### config.mk
export PLATFORM = sky130hd
export DESIGN_NAME = alu_exec_sequencer
export DESIGN_NICKNAME = d
export VERILOG_FILES = /design/src/rtl/alu_exec_sequencer.sv
export SDC_FILE = /design/constraint.sdc
export NUM_CORES = 1
export LEC_CHECK = 0
export CAP_MARGIN = 30
export CORE_AREA = 2 2 125 127
export DETAILED_ROUTE_END_ITERATION = 8
export DIE_AREA = 0 0 127 129
export PLACE_DENSITY = 0.86
export SYNTH_ARGS = -nofsm -noshare
export SYNTH_HDL_FRONTEND = slang
export SYNTH_SLANG_ARGS = --single-unit
### constraint.sdc
create_clock -name clk -period 7.4 [get_ports clk]
set_input_delay 0.74 -clock clk [delete_from_list [all_inputs] [get_ports clk]]
set_output_delay 0.74 -clock clk [all_outputs]
set_load 0.1 [all_outputs]
### src/rtl/alu_exec_sequencer.sv
// Multi-cycle RV32I instruction sequencer: owns the PC, steps fetch/decode/exec/mem/wb around an external ALU.
// Latency 4 cycles (5 for LOAD/STORE) with same-cycle ack; memory waits stretch FETCH/MEM, bounded by MEM_TIMEOUT.
module alu_exec_sequencer #(
  parameter logic [31:0] RESET_PC    = 32'h0000_0000,
  parameter int          MEM_TIMEOUT = 255
) (
  input  logic        clk,
  input  logic        rst,
  input  logic        run,
  output logic        mem_req,
  output logic        mem_we,
  output logic [31:0] mem_addr,
  input  logic        mem_ack,
  input  logic [31:0] mem_rdata,
  output logic [31:0] instr,
  input  logic [31:0] imm,
  output logic        alu_src,
  output logic [6:0]  alu_opcode,
  output logic [2:0]  alu_funct3,
  output logic [6:0]  alu_funct7,
  input  logic [31:0] alu_result,
  input  logic        alu_branch,
  output logic [31:0] pc,
  output logic [31:0] load_data,
  output logic        reg_we,
  output logic [1:0]  wb_sel,
  output logic        retire,
  output logic        illegal,
  output logic        timeout
);

  localparam logic [2:0] S_IDLE   = 3'd0;
  localparam logic [2:0] S_FETCH  = 3'd1;
  localparam logic [2:0] S_DECODE = 3'd2;
  localparam logic [2:0] S_EXEC   = 3'd3;
  localparam logic [2:0] S_MEM    = 3'd4;
  localparam logic [2:0] S_WB     = 3'd5;
  localparam logic [2:0] S_TRAP   = 3'd6;

  localparam logic [6:0] OP_R      = 7'b0110011;
  localparam logic [6:0] OP_I      = 7'b0010011;
  localparam logic [6:0] OP_LOAD   = 7'b0000011;
  localparam logic [6:0] OP_STORE  = 7'b0100011;
  localparam logic [6:0] OP_BRANCH = 7'b1100011;
  localparam logic [6:0] OP_JAL    = 7'b1101111;
  localparam logic [6:0] OP_LUI    = 7'b0110111;

  // Last count value before the timeout fires; the trap is taken on the edge the count would reach MEM_TIMEOUT.
  localparam logic [7:0] TO_LAST = 8'(MEM_TIMEOUT - 1);

  logic [2:0] state;
  logic [7:0] wait_cnt;
  logic       is_r, is_i, is_load, is_store, is_branch, is_jal, is_lui, is_legal;

  assign is_r      = (instr[6:0] == OP_R);
  assign is_i      = (instr[6:0] == OP_I);
  assign is_load   = (instr[6:0] == OP_LOAD);
  assign is_store  = (instr[6:0] == OP_STORE);
  assign is_branch = (instr[6:0] == OP_BRANCH);
  assign is_jal    = (instr[6:0] == OP_JAL);
  assign is_lui    = (instr[6:0] == OP_LUI);
  assign is_legal  = is_r | is_i | is_load | is_store | is_branch | is_jal | is_lui;

  assign alu_opcode = instr[6:0];
  assign alu_funct3 = instr[14:12];
  assign alu_funct7 = instr[31:25];
  assign alu_src    = is_i | is_load | is_store;

  // Request outputs decode straight from state so an async reset drops them at once.
  always_comb begin
    mem_req  = (state == S_FETCH) || (state == S_MEM);
    mem_we   = (state == S_MEM) && is_store;
    mem_addr = (state == S_MEM) ? alu_result : pc;
    retire   = (state == S_WB);
    reg_we   = (state == S_WB) && (is_r | is_i | is_load | is_jal | is_lui);
    wb_sel   = 2'b00;
    if (state == S_WB) begin
      if (is_load)     wb_sel = 2'b01;
      else if (is_jal) wb_sel = 2'b10;
      else if (is_lui) wb_sel = 2'b11;
    end
  end

  always_ff @(posedge clk or posedge rst) begin
    if (rst) begin
      state     <= S_IDLE;
      pc        <= RESET_PC;
      instr     <= 32'h0;
      load_data <= 32'h0;
      wait_cnt  <= 8'h0;
      illegal   <= 1'b0;
      timeout   <= 1'b0;
    end else begin
      case (state)
        S_IDLE: if (run) state <= S_FETCH;
        S_FETCH, S_MEM: begin
          if (mem_ack) begin
            wait_cnt <= 8'h0;
            if (state == S_FETCH) begin
              instr <= mem_rdata;
              state <= S_DECODE;
            end else begin
              if (is_load) load_data <= mem_rdata;
              state <= S_WB;
            end
          end else if (wait_cnt == TO_LAST) begin
            wait_cnt <= 8'h0;
            timeout  <= 1'b1;
            state    <= S_TRAP;
          end else begin
            wait_cnt <= wait_cnt + 8'h1;
          end
        end
        S_DECODE: begin
          if (is_legal) begin
            state <= S_EXEC;
          end else begin
            illegal <= 1'b1;
            state   <= S_TRAP;
          end
        end
        S_EXEC: state <= (is_load || is_store) ? S_MEM : S_WB;
        S_WB: begin
          if ((is_branch && alu_branch) || is_jal) pc <= pc + imm;
          else                                      pc <= pc + 32'd4;
          state <= run ? S_FETCH : S_IDLE;
        end
        S_TRAP: state <= S_TRAP;
        default: state <= S_IDLE;
      endcase
    end
  end

endmodule

==> results of run 1 <==
[placed cells by master (no fill, tap or decap), types with 17 or more instances in the layout]
cell type / n
ha_1: 34
dfrtp_1: 109
nand2_1: 65
a21oi_1: 68
nor2_1: 65
mux2_2: 93
nand3_1: 30
clkdlybuf4s50_1: 254
o21ai_0: 60
a21o_1: 17
nor3_1: 19
[worst max-delay path, cell delays in order (launching register included)]
cell and delay [ps]:
dfrtp_1 580, nand3b_1 260, buf_4 280, or4_1 440
a21oi_1 120, clkdlybuf4s50_1 1180
[sequential cells by signal, indices dropped and copies added, names as in the netlist]
register,count
instr,32
load_data,32
pc,32
wait_cnt,8
state,3
illegal,1
timeout,1
[stage by stage]
step	setup WS, ps	area [um2]	hold WS [ps]	cells
final	3440	10300	466	1212
after global routing	3280	10300	489	1212
after CTS	3120	10300	467	1211
after detailed placement	3460	9960	446	1195
after global placement	3490	9950	442	1194
after floorplan	255	7380	469	803
[cell families after synthesis]
family,count (synthesis)
buffers and inverters,71
DFF,109
muxes,95
adders and majority gates,35
and+or+nand+nor,255
xor gates and xnor gates,19
AOI/OAI and AO/OA,219
[worst min-delay path by stage]
stage                                       start                      end  slack [ps]  cells past startpoint
after floorplan           wait_cnt[4]$_DFFE_PP0P_  wait_cnt[4]$_DFFE_PP0P_         470                      1
after global placement        timeout$_DFFE_PP0P_      timeout$_DFFE_PP0P_         440                      1
after detailed placement      illegal$_DFFE_PP0P_      illegal$_DFFE_PP0P_         450                      1
after CTS                     timeout$_DFFE_PP0P_      timeout$_DFFE_PP0P_         470                      1
after global routing          timeout$_DFFE_PP0P_      timeout$_DFFE_PP0P_         490                      1
final                         timeout$_DFFE_PP0P_      timeout$_DFFE_PP0P_         470                      1
[metal layers]
metal  vias to the layer above  track usage, %  routed length, um  share of wire [%]
li1                       3410               -                  -                  -
met4                         0            10.0                667                3.0
met5                         -               0                  0                  0
met2                       310            46.2              11200                 50
met3                        53            5.03               1390                6.2
met1                      3452            34.4               9240                 41
[final cells by class]
cell class              count  area, um2
well taps                 188        235
multi-input cells         623       4340
inverters                  13       51.3
clock inverters             6       77.6
clock buffers              10        239
repair buffers            263       2620
flip-flops and latches    109       2730
fillers                  1162       4680
==> impl_metrics.env, run 1 <==
export IMPL_status="complete, no violations"
export IMPL_crit_required_ps=6660
export IMPL_max_slew_margin_rel_pct=31.4
export IMPL_crit_reg2reg_launch="pc[0]$_DFFE_PP0P_"
export IMPL_cts_sinks=109
export IMPL_first_pass_iters=5
export IMPL_fmax_ghz=0.252
export IMPL_finClkSkew_ps=13.8
export IMPL_drc=0
export IMPL_synth_seq_area_share_pct=37.0
export IMPL_synth_area_mm2=0.00738
export IMPL_rsz0062_at_grt="false"
export IMPL_diodes=0
export IMPL_crit_path_end_kind="primary output"
export IMPL_synthAdderAreaFrac_pct=6.04
export IMPL_ys_warn_count=0
export IMPL_synthTopCellsByArea="dfrtp_1, mux2_2, ha_1, a21oi_1, o21ai_0"
export IMPL_grt_overflow=0
export IMPL_endpoint="wb_sel[0]"
export IMPL_grt_max_degree=71
export IMPL_nets=1155
export IMPL_drive_above_1_share_pct=13.1
export IMPL_synth_net_count=939
export IMPL_cts_setup_buffers=0
export IMPL_synth_distinct_cells=68
export IMPL_portBuffers=254
export IMPL_synth_edff_count=0
export IMPL_yosysTopAreaCellShare_pct=37.0
export IMPL_cts_hold_buf=0
export IMPL_r2r_setup_slack_ps=4060
export IMPL_r2r_cells=11
export IMPL_period_needed_ps=3960
export IMPL_cts_root_buf="clkbuf_16"
export IMPL_start_util_pct=49.3
export IMPL_synth_compound_area_share_pct=18.6
export IMPL_wl_per_cell_um=18.6
export IMPL_antenna_found_initial=0
export IMPL_fin_util_pct=68.7
export IMPL_synth_xor_area_share_pct=2.26
export IMPL_ctsResizeCount=0
export IMPL_setup_viol=0
export IMPL_hold_violations=0
export IMPL_synth_top_family_by_area="compound AO/OA/AOI/OAI gates"
export IMPL_area_delta_synth_final_pct=39.5
export IMPL_cp_max_fo=37
export IMPL_clk_path_buf_depth=2
export IMPL_cts_tree="yes"
export IMPL_cts_htree_levels=3
export IMPL_first_global_vias=6862
export IMPL_yosysTopAreaCell="dfrtp_1"
export IMPL_cts_buffers=9
export IMPL_synth_avg_cell_area_um2=9.19
export IMPL_arrival_ps=3220
export IMPL_die_width_um=127
export IMPL_track_usage_pct=27.0
export IMPL_placementRows=45
export IMPL_finalCritPeriodShare_pct=53.6
export IMPL_gp_congestion=0.938
export IMPL_synth_most_common_cell="dfrtp_1"
export IMPL_netlist_instances=803
export IMPL_pin_count=255
export IMPL_wl_um=22500
export IMPL_dieArea_mm2=0.0164
export IMPL_drv_slew=0
export IMPL_synth_simple_gate_area_share_pct=17.0
export IMPL_muxShareOfSynthArea_pct=14.5
export IMPL_async_flop_share_pct=100
export IMPL_ys_flop_type="dfrtp_1"
export IMPL_tightestPinTransition_ps=1030
export IMPL_clkLatencyLatePin_ps=360
export IMPL_ys_ff_latch=109
export IMPL_worstSetupStartpoint="state[1]$_DFFE_PP0P_"
export IMPL_clk_pin_slew_worst_paths_ps=80
export IMPL_crit_type="reg2out"
export IMPL_timing_setup_tns_ps=0
export IMPL_routed_via_density=5.96
export IMPL_post_dp_hpwl_um=16500
export IMPL_start_kind="flip-flop"
export IMPL_grt_pass1_wl_um=35300
export IMPL_reg2reg_to="pc[30]$_DFFE_PP0P_"
export IMPL_die_height_um=129
export IMPL_core_mm2=0.0150
export IMPL_synthTopCellsByCount="dfrtp_1, mux2_2, a21oi_1, nor2_1, nand2_1"
export IMPL_drt_iter0_drc=443
export IMPL_drv_cap=0
export IMPL_vias=7225
export IMPL_ant_nets=0
export IMPL_hp_class="reg2reg"
Power of run 1 is left out: the tool's default activity adds up to more than one toggle a clock period on the data nets, which glitch-free logic cannot reach.
==> inputs of run 2 (changes only) <==
Settings changed: CORE_AREA 2 2 125 127 to 2 2 129 131, DIE_AREA 0 0 127 129 to 0 0 131 133, PLACE_DENSITY 0.86 to 0.81.
Clock period 7.4 ns to 3.7 ns, I/O delays scaled along.
==> impl_metrics.env, run 2 (same netlist as run 1, synthesis figures left out) <==
export IMPL_status="complete, no violations"
export IMPL_clkLatencyLatePin_ps=350
export IMPL_crit_required_ps=3900
export IMPL_wl_per_cell_um=17.9
export IMPL_grt_pass1_wl_um=35800
export IMPL_portBuffers=254
export IMPL_first_pass_iters=5
export IMPL_postLayoutCellArea_mm2=0.0103
export IMPL_die_width_um=131
export IMPL_ant_nets=0
export IMPL_post_dp_hpwl_um=17000
export IMPL_tightestPinTransition_ps=1010
export IMPL_start_kind="flip-flop"
export IMPL_fmax_ghz=0.304
export IMPL_clk_path_buf_depth=2
export IMPL_crit_path_end_kind="flip-flop"
export IMPL_drt_iter0_drc=496
export IMPL_cts_sinks=109
export IMPL_cts_setup_buffers=0
export IMPL_cts_htree_levels=3
export IMPL_placementRows=47
export IMPL_dieArea_mm2=0.0174
export IMPL_pin_count=255
export IMPL_fin_util_pct=63.8
export IMPL_timing_setup_tns_ps=0
export IMPL_wl_um=22500
export IMPL_gp_congestion=0.910
export IMPL_crit_type="reg2reg"
export IMPL_arrival_ps=3500
export IMPL_hold_violations=0
export IMPL_drv_cap=0
export IMPL_cp_max_fo=4
export IMPL_crit_reg2reg_launch="pc[0]$_DFFE_PP0P_"
export IMPL_final_cell_mix="clkdlybuf4s50_1, dfrtp_1, mux2_2"
export IMPL_grt_overflow=0
export IMPL_layout_commonest_cell="clkdlybuf4s50_1"
export IMPL_ctsResizeCount=0
export IMPL_drv_slew=0
export IMPL_start_util_pct=45.6
export IMPL_cts_hold_buf=0
export IMPL_max_slew_margin_rel_pct=32.5
export IMPL_vias=7270
export IMPL_clk_pin_slew_worst_paths_ps=80
export IMPL_diodes=0
export IMPL_placed_cell_area_mm2=0.0101
export IMPL_setup_viol=0
export IMPL_hp_start="illegal$_DFFE_PP0P_"
export IMPL_rsz0062_at_grt="false"
export IMPL_die_height_um=133
export IMPL_cts_tree="yes"
export IMPL_cts_root_buf="clkbuf_16"
export IMPL_track_usage_pct=25.6
export IMPL_nets=1166
export IMPL_hp_class="reg2reg"
export IMPL_worstSetupStartpoint="pc[0]$_DFFE_PP0P_"
export IMPL_routed_via_density=5.80
export IMPL_drive_above_1_share_pct=17.9
export IMPL_first_global_vias=7107
export IMPL_drc=0
export IMPL_cts_buffers=9
export IMPL_top_regs="instr (32), load_data (32), pc (32)"
export IMPL_finClkSkew_ps=10.6
export IMPL_antenna_found_initial=0
export IMPL_area_delta_synth_final_pct=39.9
export IMPL_finalCritPeriodShare_pct=89.0
export IMPL_hold_ws_ps=465
export IMPL_core_mm2=0.0162
export IMPL_grt_max_degree=59
export IMPL_period_needed_ps=3290
## run 2: final cells by class
type | instances | area, um2
Inverter | 13 | 51.3
Clock buffer | 9 | 225
Fill cell | 1336 | 5850
Timing Repair Buffer | 274 | 2630
Multi-Input combinational cell | 623 | 4370
Clock inverter | 6 | 47.5
Tap cell | 220 | 275
Sequential cell | 109 | 2730
## run 2: worst max-delay path, stage by stage (launching register included)
cell	delay (ps)
dfrtp_1	420
ha_1	230
fa_1	410
a21o_1	200
a221oi_2	360
o22ai_1	230
o211ai_1	350
o21ai_1	200
a211o_1	320
a21oi_1	170
xor2_1	150
o21ai_0	90
## run 2: layer usage
layer | track usage (%) | routed length, um
met1 | 32.0 | 9060
met2 | 44.3 | 11300
met3 | 4.73 | 1680
met5 | 0 | 0
met4 | 8.27 | 391
## run 2: final timing paths
check,to,cells past startpoint,slack [ps]
min in group asynchronous,instr[6]$_DFFE_PP0P_,2,480
max reg2reg,pc[30]$_DFFE_PP0P_,11,410
max,pc[30]$_DFFE_PP0P_,11,410
min reg2reg,illegal$_DFFE_PP0P_,1,470
max in group asynchronous,pc[10]$_DFFE_PP0P_,3,2360
min,illegal$_DFFE_PP0P_,1,470
## run 2: metrics by stage
step           std cells  setup slack, ps
6_report            1254              406
5_1_grt             1254              263
4_1_cts             1254              445
3_5_place_dp        1239             87.6
3_3_place_gp        1239              159
2_1_floorplan        803             7.59
Power of run 2 is left out for the same reason.
